File: config.mk
export PLATFORM = sky130hd
export DESIGN_NAME = key_bank_loader
export DESIGN_NICKNAME = d
export VERILOG_FILES = /design/src/rtl/key_bank_pkg.sv /design/src/rtl/key_debounce.sv /design/src/rtl/key_bank_loader.sv
export SDC_FILE = /design/constraint.sdc
export NUM_CORES = 1
export LEC_CHECK = 0
export CAP_MARGIN = 20
export CORE_UTILIZATION = 50
export CTS_BUF_LIST = sky130_fd_sc_hd__clkbuf_4
export DETAILED_ROUTE_END_ITERATION = 8
export PLACE_DENSITY = 0.75
export SYNTH_ARGS = -nofsm -noshare
export SYNTH_HDL_FRONTEND = slang
export SYNTH_SLANG_ARGS = --single-unit
File: constraint.sdc
create_clock -name clk -period 6.5 [get_ports clk]
set_input_delay 0.65 -clock clk [delete_from_list [all_inputs] [get_ports clk]]
set_output_delay 0.65 -clock clk [all_outputs]
set_load 0.02 [all_outputs]
File: src/rtl/key_bank_pkg.sv
// Shared types and record format for the key bank loader.
// A record is four bytes: header, key index, sequence number, XOR check byte.
package key_bank_pkg;

    typedef enum logic [1:0] {
        ST_IDLE  = 2'd0,
        ST_WRITE = 2'd1,
        ST_CLEAR = 2'd2
    } state_t;

    localparam logic [7:0] REC_HDR   = 8'hA5;
    localparam int         REC_BYTES = 4;

    function automatic logic [7:0] rec_byte(input logic [1:0] idx,
                                            input logic [2:0] key,
                                            input logic [7:0] seq);
        logic [7:0] b;
        case (idx)
            2'd0:    b = REC_HDR;
            2'd1:    b = {5'b0, key};
            2'd2:    b = seq;
            default: b = REC_HDR ^ {5'b0, key} ^ seq;
        endcase
        return b;
    endfunction

endpackage

File: src/rtl/key_debounce.sv
// One active-low key: 2-flop synchroniser, stability counter, debounced level.
// press pulses for one cycle on the edge where the debounced level falls.
module key_debounce #(
    parameter int DEB_CYC = 1000000
) (
    input  logic clk,
    input  logic rst,
    input  logic key_n,
    output logic press
);

    localparam int CNT_W = $clog2(DEB_CYC);

    logic             sync1;
    logic             sync2;
    logic             level;
    logic [CNT_W-1:0] cnt;

    // Reset to the released level so no spurious press follows reset.
    always_ff @(posedge clk or posedge rst) begin
        if (rst) begin
            sync1 <= 1'b1;
            sync2 <= 1'b1;
            level <= 1'b1;
            cnt   <= '0;
            press <= 1'b0;
        end else begin
            sync1 <= key_n;
            sync2 <= sync1;
            press <= 1'b0;
            if (sync2 != level) begin
                if (cnt == CNT_W'(DEB_CYC - 1)) begin
                    level <= sync2;
                    cnt   <= '0;
                    press <= ~sync2;
                end else begin
                    cnt <= cnt + 1'b1;
                end
            end else begin
                cnt <= '0;
            end
        end
    end

endmodule

File: src/rtl/key_bank_loader.sv
// Debounces a bank of keys and logs each press as a 4-byte record into a RAM ring.
// Handshake: none; press events are captured into per-key pending flags in every state.
module key_bank_loader
    import key_bank_pkg::*;
#(
    parameter int                N_KEYS     = 4,
    parameter int                DEB_CYC    = 1000000,
    parameter int                RING_DEPTH = 16,
    parameter int                ADDR_W     = 32,
    parameter logic [ADDR_W-1:0] BASE_ADDR  = '0
) (
    input  logic              clk,
    input  logic              rst,
    input  logic [N_KEYS-1:0] key_bus,
    input  logic              clr,
    output logic [ADDR_W-1:0] mem_addr,
    output logic [7:0]        mem_din,
    output logic              mem_we,
    output logic              busy,
    output logic [8:0]        rec_count,
    output logic              ovf,
    output state_t            dbg_state
);

    localparam int PTR_W = $clog2(RING_DEPTH);

    state_t            state;
    state_t            state_next;
    logic [N_KEYS-1:0] press;
    logic [N_KEYS-1:0] pending;
    logic [N_KEYS-1:0] lowest;
    logic [N_KEYS-1:0] grant;
    logic [2:0]        grant_idx;
    logic              start_wr;
    logic              do_clear;
    logic              ovf_event;
    logic              clr_q;
    logic [PTR_W-1:0]  wr_ptr;
    logic [7:0]        seq;
    logic [2:0]        key_idx;
    logic [1:0]        byte_idx;

    for (genvar k = 0; k < N_KEYS; k++) begin : g_deb
        key_debounce #(
            .DEB_CYC(DEB_CYC)
        ) u_deb (
            .clk  (clk),
            .rst  (rst),
            .key_n(key_bus[k]),
            .press(press[k])
        );
    end

    // Lowest set pending bit, both one-hot and as an index.
    assign lowest = pending & (~pending + 1'b1);

    always_comb begin
        grant_idx = 3'd0;
        for (int i = N_KEYS - 1; i >= 0; i--) begin
            if (pending[i]) grant_idx = 3'(i);
        end
    end

    always_comb begin
        state_next = state;
        start_wr   = 1'b0;
        do_clear   = 1'b0;
        case (state)
            ST_IDLE: begin
                if (clr_q) begin
                    state_next = ST_CLEAR;
                    do_clear   = 1'b1;
                end else if (|pending) begin
                    state_next = ST_WRITE;
                    start_wr   = 1'b1;
                end
            end
            ST_WRITE: begin
                if (byte_idx == 2'(REC_BYTES - 1)) state_next = ST_IDLE;
            end
            ST_CLEAR: state_next = ST_IDLE;
            default:  state_next = ST_IDLE;
        endcase
    end

    assign grant     = start_wr ? lowest : '0;
    assign ovf_event = |(press & pending & ~grant);
    assign busy      = (state == ST_WRITE);
    assign dbg_state = state;

    always_ff @(posedge clk or posedge rst) begin
        if (rst) state <= ST_IDLE;
        else     state <= state_next;
    end

    always_ff @(posedge clk or posedge rst) begin
        if (rst) begin
            pending   <= '0;
            clr_q     <= 1'b0;
            ovf       <= 1'b0;
            wr_ptr    <= '0;
            seq       <= 8'd0;
            rec_count <= 9'd0;
            key_idx   <= 3'd0;
            byte_idx  <= 2'd0;
            mem_we    <= 1'b0;
            mem_addr  <= BASE_ADDR;
            mem_din   <= 8'd0;
        end else begin
            pending <= (pending & ~grant) | press;

            if (do_clear)  clr_q <= clr;
            else if (clr)  clr_q <= 1'b1;

            // A press lost on the clearing cycle is still reported.
            if (ovf_event)     ovf <= 1'b1;
            else if (do_clear) ovf <= 1'b0;

            if (do_clear) begin
                wr_ptr    <= '0;
                seq       <= 8'd0;
                rec_count <= 9'd0;
            end

            if (start_wr) begin
                key_idx  <= grant_idx;
                byte_idx <= 2'd0;
                mem_we   <= 1'b1;
                mem_addr <= BASE_ADDR + ADDR_W'({wr_ptr, 2'b00});
                mem_din  <= rec_byte(2'd0, grant_idx, seq);
            end else if (state == ST_WRITE) begin
                if (byte_idx == 2'(REC_BYTES - 1)) begin
                    mem_we <= 1'b0;
                    wr_ptr <= wr_ptr + 1'b1;
                    seq    <= seq + 8'd1;
                    if (rec_count != 9'(RING_DEPTH)) rec_count <= rec_count + 9'd1;
                end else begin
                    byte_idx <= byte_idx + 2'd1;
                    mem_addr <= mem_addr + 1'b1;
                    mem_din  <= rec_byte(byte_idx + 2'd1, key_idx, seq);
                end
            end
        end
    end

endmodule

* Word-level counts from Yosys, hierarchy flattened
Cells that the tools add are included.
** Cells by class
- Mux-type cells :: 60
- Reductions and logical operators :: 15
- Add/sub/neg operators :: 10
- Bitwise logic cells :: 13
- Eq/ne operators :: 16
** Operators with widths (number)
- 2-to-1 mux 20 bit :: 8
- 2-to-1 mux 32 bit :: 3
- adder 20 x 1 -> 20 bit (second input constant) :: 4
- == test 20 bit (second input constant) :: 4
- 2-to-1 mux 8 bit :: 7
- 2-to-1 mux 9 bit :: 5
- adder 32 x 1 -> 32 bit (second input constant) :: 1
- case mux 8 bit (3 select lines) :: 1
- 2-to-1 mux 1 bit :: 20
- 2-to-1 mux 4 bit :: 5
- AND 4 bit :: 4
- 2-to-1 mux 2 bit :: 7
- AND reduction 2 bit :: 7
- adder 9 x 1 -> 9 bit (second input constant) :: 1
- 2-to-1 mux 3 bit :: 3
- != test 9 x 5 -> 1 bit (second input constant) :: 1
- adder 4 x 1 -> 4 bit (second input constant) :: 2
- adder 8 x 1 -> 8 bit (second input constant) :: 1
- NOT 4 bit :: 2
- nonzero test 2 bit :: 4
- OR reduction 4 bit :: 2
- bitwise XOR 8 bit :: 1
- == test 2 x 1 -> 1 bit (second input constant) :: 2
- == test 2 bit (second input constant) :: 2
- 10 further kinds :: 17
** Word-level totals
- Bits in registers :: 171
- Output and inout bits :: 54

* Depth between registers and ports, before layout
- Depth after elaboration :: 9
- Depth in mapped cells :: 7

* Modules after synthesis
A second synthesis with hierarchy kept.
** Unflattened totals
- Cells, all modules :: 827
- Area, all modules :: 8664.6 µm²
** By module, submodules not included
- key_debounce :: times used 4, cells each 108, area an instance 1192.4 µm²
- key_bank_loader :: times used 1, cells each 395, area an instance 3895.0 µm²

* Least setup slack after synthesis
Ideal clock, no wire load.
- Path kind :: register to register
- From :: register byte_idx[0]
- To :: register mem_addr[22]
- Setup time :: 0.135 ns
- Buffers on the path :: 2
- Data arrival time :: 2.271 ns
- Setup slack :: 4.095 ns
- Stages on the path, launching flop included :: 8
- Cell sequence :: dfrtp_1 > ha_1 > buf_6 > or3b_4 > or3_1 > buf_2 > or4_1 > mux2i_1
** Between the ends
- Longest elaborated chain between the ends :: 3
** RTL lines
- start: declaration :: RTL line key_bank_loader.sv:41 : logic [1:0] byte_idx;
- start signal: assignment :: RTL line key_bank_loader.sv:138 : byte_idx <= byte_idx + 2'd1;
- == test 2 bit :: RTL line key_bank_loader.sv:132 : if (byte_idx == 2'(REC_BYTES - 1)) begin
- != test 2 bit (no line)
- AND reduction 2 bit (no line)
- end signal: assignment :: RTL line key_bank_loader.sv:129 : mem_addr <= BASE_ADDR + ADDR_W'({wr_ptr, 2'b00});
- end signal: assignment :: RTL line key_bank_loader.sv:139 : mem_addr <= mem_addr + 1'b1;
- end: declaration :: RTL line key_bank_loader.sv:16 : output logic [ADDR_W-1:0] mem_addr,
Every way passes these cells.
A chain may end at the register's enable or synchronous reset.

* Final worst setup path
- From :: register state[0], in the netlist dbg_state[0]
- To :: output port busy
** Between the ends
- Longest elaborated chain between the ends :: 1
** RTL lines
- start: declaration :: RTL line key_bank_loader.sv:27 : state_t state;
- start signal: assignment :: RTL line key_bank_loader.sv:93 : else state <= state_next;
- == test 2 x 1 -> 1 bit :: RTL line key_bank_loader.sv:88 : assign busy = (state == ST_WRITE);
- end: declaration :: RTL line key_bank_loader.sv:19 : output logic busy,
Every way passes these cells.

==> impl_metrics.py <==
metrics = {
    "synthesis": {
        "synth_enable_flop_cells": 0,
        "syn_nets": 872,
        "synth_top_cell_by_area": "dfrtp_1",
        "synth.yosys.warnings": 0,
        "synth.cell_area_sq_mm": 0.008309,
        "netlist_instances": 852,
        "async_reset_ff_share_pct": 100.0,
        "yosys-top-cells-area": "dfrtp_1 (48%), dfstp_2 (3.8%), nor2_1 (3.8%)",
        "synthDominantCellAreaShare_pct": 47.58,
        "postSynthRegisterBits": 170,
        "synthFlopType": "dfrtp_1",
        "synth.yosys.seq_area_share_pct": 51.38,
        "syn_area_per_cell_sq_um": 9.753,
        "synth_cell_type_count": 56,
    },
    "placement": {
        "preCtsSetupSlack_ns": 3.710,
        "numPortBuffers": 60,
        "gp_congestion": 0.8131,
        "detail_placement_hpwl_mm": 11.64,
    },
    "routing": {
        "detail_route.wl_per_cell_um": 15.20,
        "detail_route.wirelength_mm": 17.24,
        "drt_first_iter_violations": 423,
        "post_detailed_route_via_to_cell_ratio": 5.774,
        "dr.pass1.iters": 5,
        "final_antenna_net_count": 0,
        "route.vias.total": 6548,
        "drc": 0,
    },
    "floorplan": {
        "die_w_um": 130.9,
        "core_area_sq_mm": 0.01606,
        "overall_die_height_um": 130.9,
        "floorplan.io_pins": 61,
        "fp-row-count": 46,
        "initial_utilization_pct": 51.75,
        "design.die.area_sq_mm": 0.01714,
    },
    "timing": {
        "max_slew_margin_pct": 35.43,
        "finalHoldViolations": 0,
        "finalClockSkew_ns": 0.01786,
        "maxClockFrequency_ghz": 0.3535,
        "setup-violations-final": 0,
        "fin_ws_ns": 3.671,
        "grt_setup_unrepaired": "no",
        "tightest_slew_ns": 0.9686,
        "timing_max_transition_violations_final": 0,
        "final.setup.tns_ns": 0,
        "post-route-min-period_ns": 2.829,
        "min_period_over_period_pct": 43.52,
    },
    "pwr": {
        "power.density_mw_per_mm2": 196.8,
        "leakagePower_uw": 0.003792,
        "ir_drop_mv": 0.1607,
        "p_total_uw": 1859,
    },
    "final_layout": {
        "register_area_sq_mm": 0.004269,
        "area_growth_syn_to_layout_pct": 13.67,
        "drive_gt1_share_pct": 6.761,
        "multiInputGateArea_sq_mm": 0.003814,
        "finish.net_count": 924,
        "utilization_pct": 58.82,
        "filler_cell_count": 1390,
    },
    "global_route": {
        "global_route.usage.total_pct": 21.61,
        "largest_net_degree_at_the_start_of_global_routing": 102,
        "via_count_of_the_first_global_routing_pass": 6058,
        "grt.overflow.total": 0,
        "antenna_found_initial": 1,
        "wire_length_of_the_first_global_routing_pass_mm": 29.10,
    },
    "worst_setup_path": {
        "cp_data_arrival_time_ns": 2.18,
        "timing.critical_path.fanout_max": 12,
        "critPathCaptureType": "output port",
        "path_class": "reg -> out",
        "critPathRequiredTime_ns": 5.85,
        "startpoint_type": "flop",
    },
    "clock_network": {
        "clock_tree.buffer_depth": 2,
        "post-cts-setup-buffers": 0,
        "root_buffer": "clkbuf_4",
        "cts-resized-gates": 0,
        "htree_num_levels": 4,
        "cts_buffers": 17,
        "worst_skew_pair.late_latency_ns": 0.60,
        "cts_hold_buffers": 0,
        "clk_pin_slew_ns": 0.14,
        "cts_tree": "done",
        "cts.sinks": 170,
    },
    "outcome": {
        "status": "finished, final reports clean",
    },
    "run": {
        "maxCapViolCount": 0,
    },
    "hold_path": {
        "hold_class": "reg -> reg",
    },
}
## synthesized netlist by cell type, types with 26 or more instances
cell / number
clkbuf_1: 29
a21oi_1: 50
nand4_1: 30
nand2_1: 74
xor2_1: 31
xnor2_1: 31
inv_1: 26
o21ai_0: 47
nor2_1: 84
nand3_1: 49
or3_1: 27
dfrtp_1: 158
## routing by layer
| layer | vias up | track usage [%] | share of wire [%] |
|---|---|---|---|
| li1 | 3191 | - | - |
| met1 | 3216 | 29.35 | 48 |
| met2 | 120 | 34.24 | 47 |
| met3 | 21 | 4.112 | 3.7 |
| met4 | 0 | 8.654 | 1.4 |
| met5 | - | 0 | 0 |
## metrics by stage
step	hold slack [ns]	cells	instance area [sq um]
6_report	0.3587	1134	9445
5_1_grt	0.3663	1134	9445
4_1_cts	0.3598	1133	9443
3_5_place_dp	0.3484	1101	9105
3_3_place_gp	0.3457	1101	9105
2_1_floorplan	0.3452	852	8309
## layout by cell type (no fill, tap or decap), types with 16 or more instances in the layout
cell type	count
a21oi_1	50
clkbuf_4	18
clkdlybuf4s50_1	60
dfrtp_1	158
inv_1	25
nand2_1	74
nand3_1	49
nand4_1	30
nor2_1	84
nor3_1	16
nor4_1	18
o21ai_0	45
o31ai_1	17
or3_1	27
or4_1	24
xnor2_1	31
xor2_1	31
## cells by family (layout without fill, tap and decap cells)
| group | Yosys count | in the layout | synth area share (%) |
|---|---|---|---|
| AOI/OAI and AO/OA | 150 | 150 | 10.96 |
| xor gates and xnor gates | 62 | 62 | 6.535 |
| adders and majority gates | 13 | 13 | 1.958 |
| buffers and inverters | 60 | 125 | 2.846 |
| DFF | 170 | 170 | 51.38 |
| muxes | 15 | 15 | 1.867 |
| other | 0 | 1 | 0 |
| and+or+nand+nor | 382 | 382 | 24.45 |
## flip-flops by register name, indices dropped and copies added (netlist names)
| signal | count |
|---|---|
| g_deb.u_deb.sync1 | 4 |
| g_deb.u_deb.level | 4 |
| pending | 4 |
| mem_addr | 32 |
| mem_we | 1 |
| key_idx | 2 |
| g_deb.u_deb.press | 4 |
| ovf | 1 |
| clr_q | 1 |
| g_deb.u_deb.sync2 | 4 |
| dbg_state | 2 |
| g_deb.u_deb.cnt | 80 |
| seq | 8 |
| wr_ptr | 4 |
| byte_idx | 2 |
| rec_count | 9 |
| mem_din | 8 |
## cell type report
class	instances	area share, %
flip-flops and latches	170	45.20
diodes	1	0.02649
clock buffers	18	1.431
inverters	27	1.126
multi-input cells	622	40.38
well taps	216	2.861
repair buffers	66	6.835
clock inverters	14	2.146
## critical path: stages (launching register included)
cell             delay [ns]
dfrtp_1                0.54
nor2b_1                0.37
clkdlybuf4s50_1        0.67
## power by group
group	total, uW	switching, uW	internal (uW)
registers	1080	13.2	1070
logic	70.9	51.8	19.1
clock network	705	363	342
## final timing paths
| kind | start | endpoint | slack, ns | cells after the start |
|---|---|---|---|---|
| max | dbg_state[0] | busy | 3.67 | 2 |
| min in group asynchronous | rst | g_deb[3].u_deb.cnt[4] | 0.61 | 2 |
| max reg2reg | byte_idx[0] | mem_addr[28] | 3.84 | 5 |
| min reg2reg | g_deb[1].u_deb.sync1 | g_deb[1].u_deb.sync2 | 0.36 | 0 |
| min | g_deb[1].u_deb.sync1 | g_deb[1].u_deb.sync2 | 0.36 | 0 |
| max in group asynchronous | rst | mem_addr[1] | 4.42 | 3 |
(Power assumes the default switching activity.)
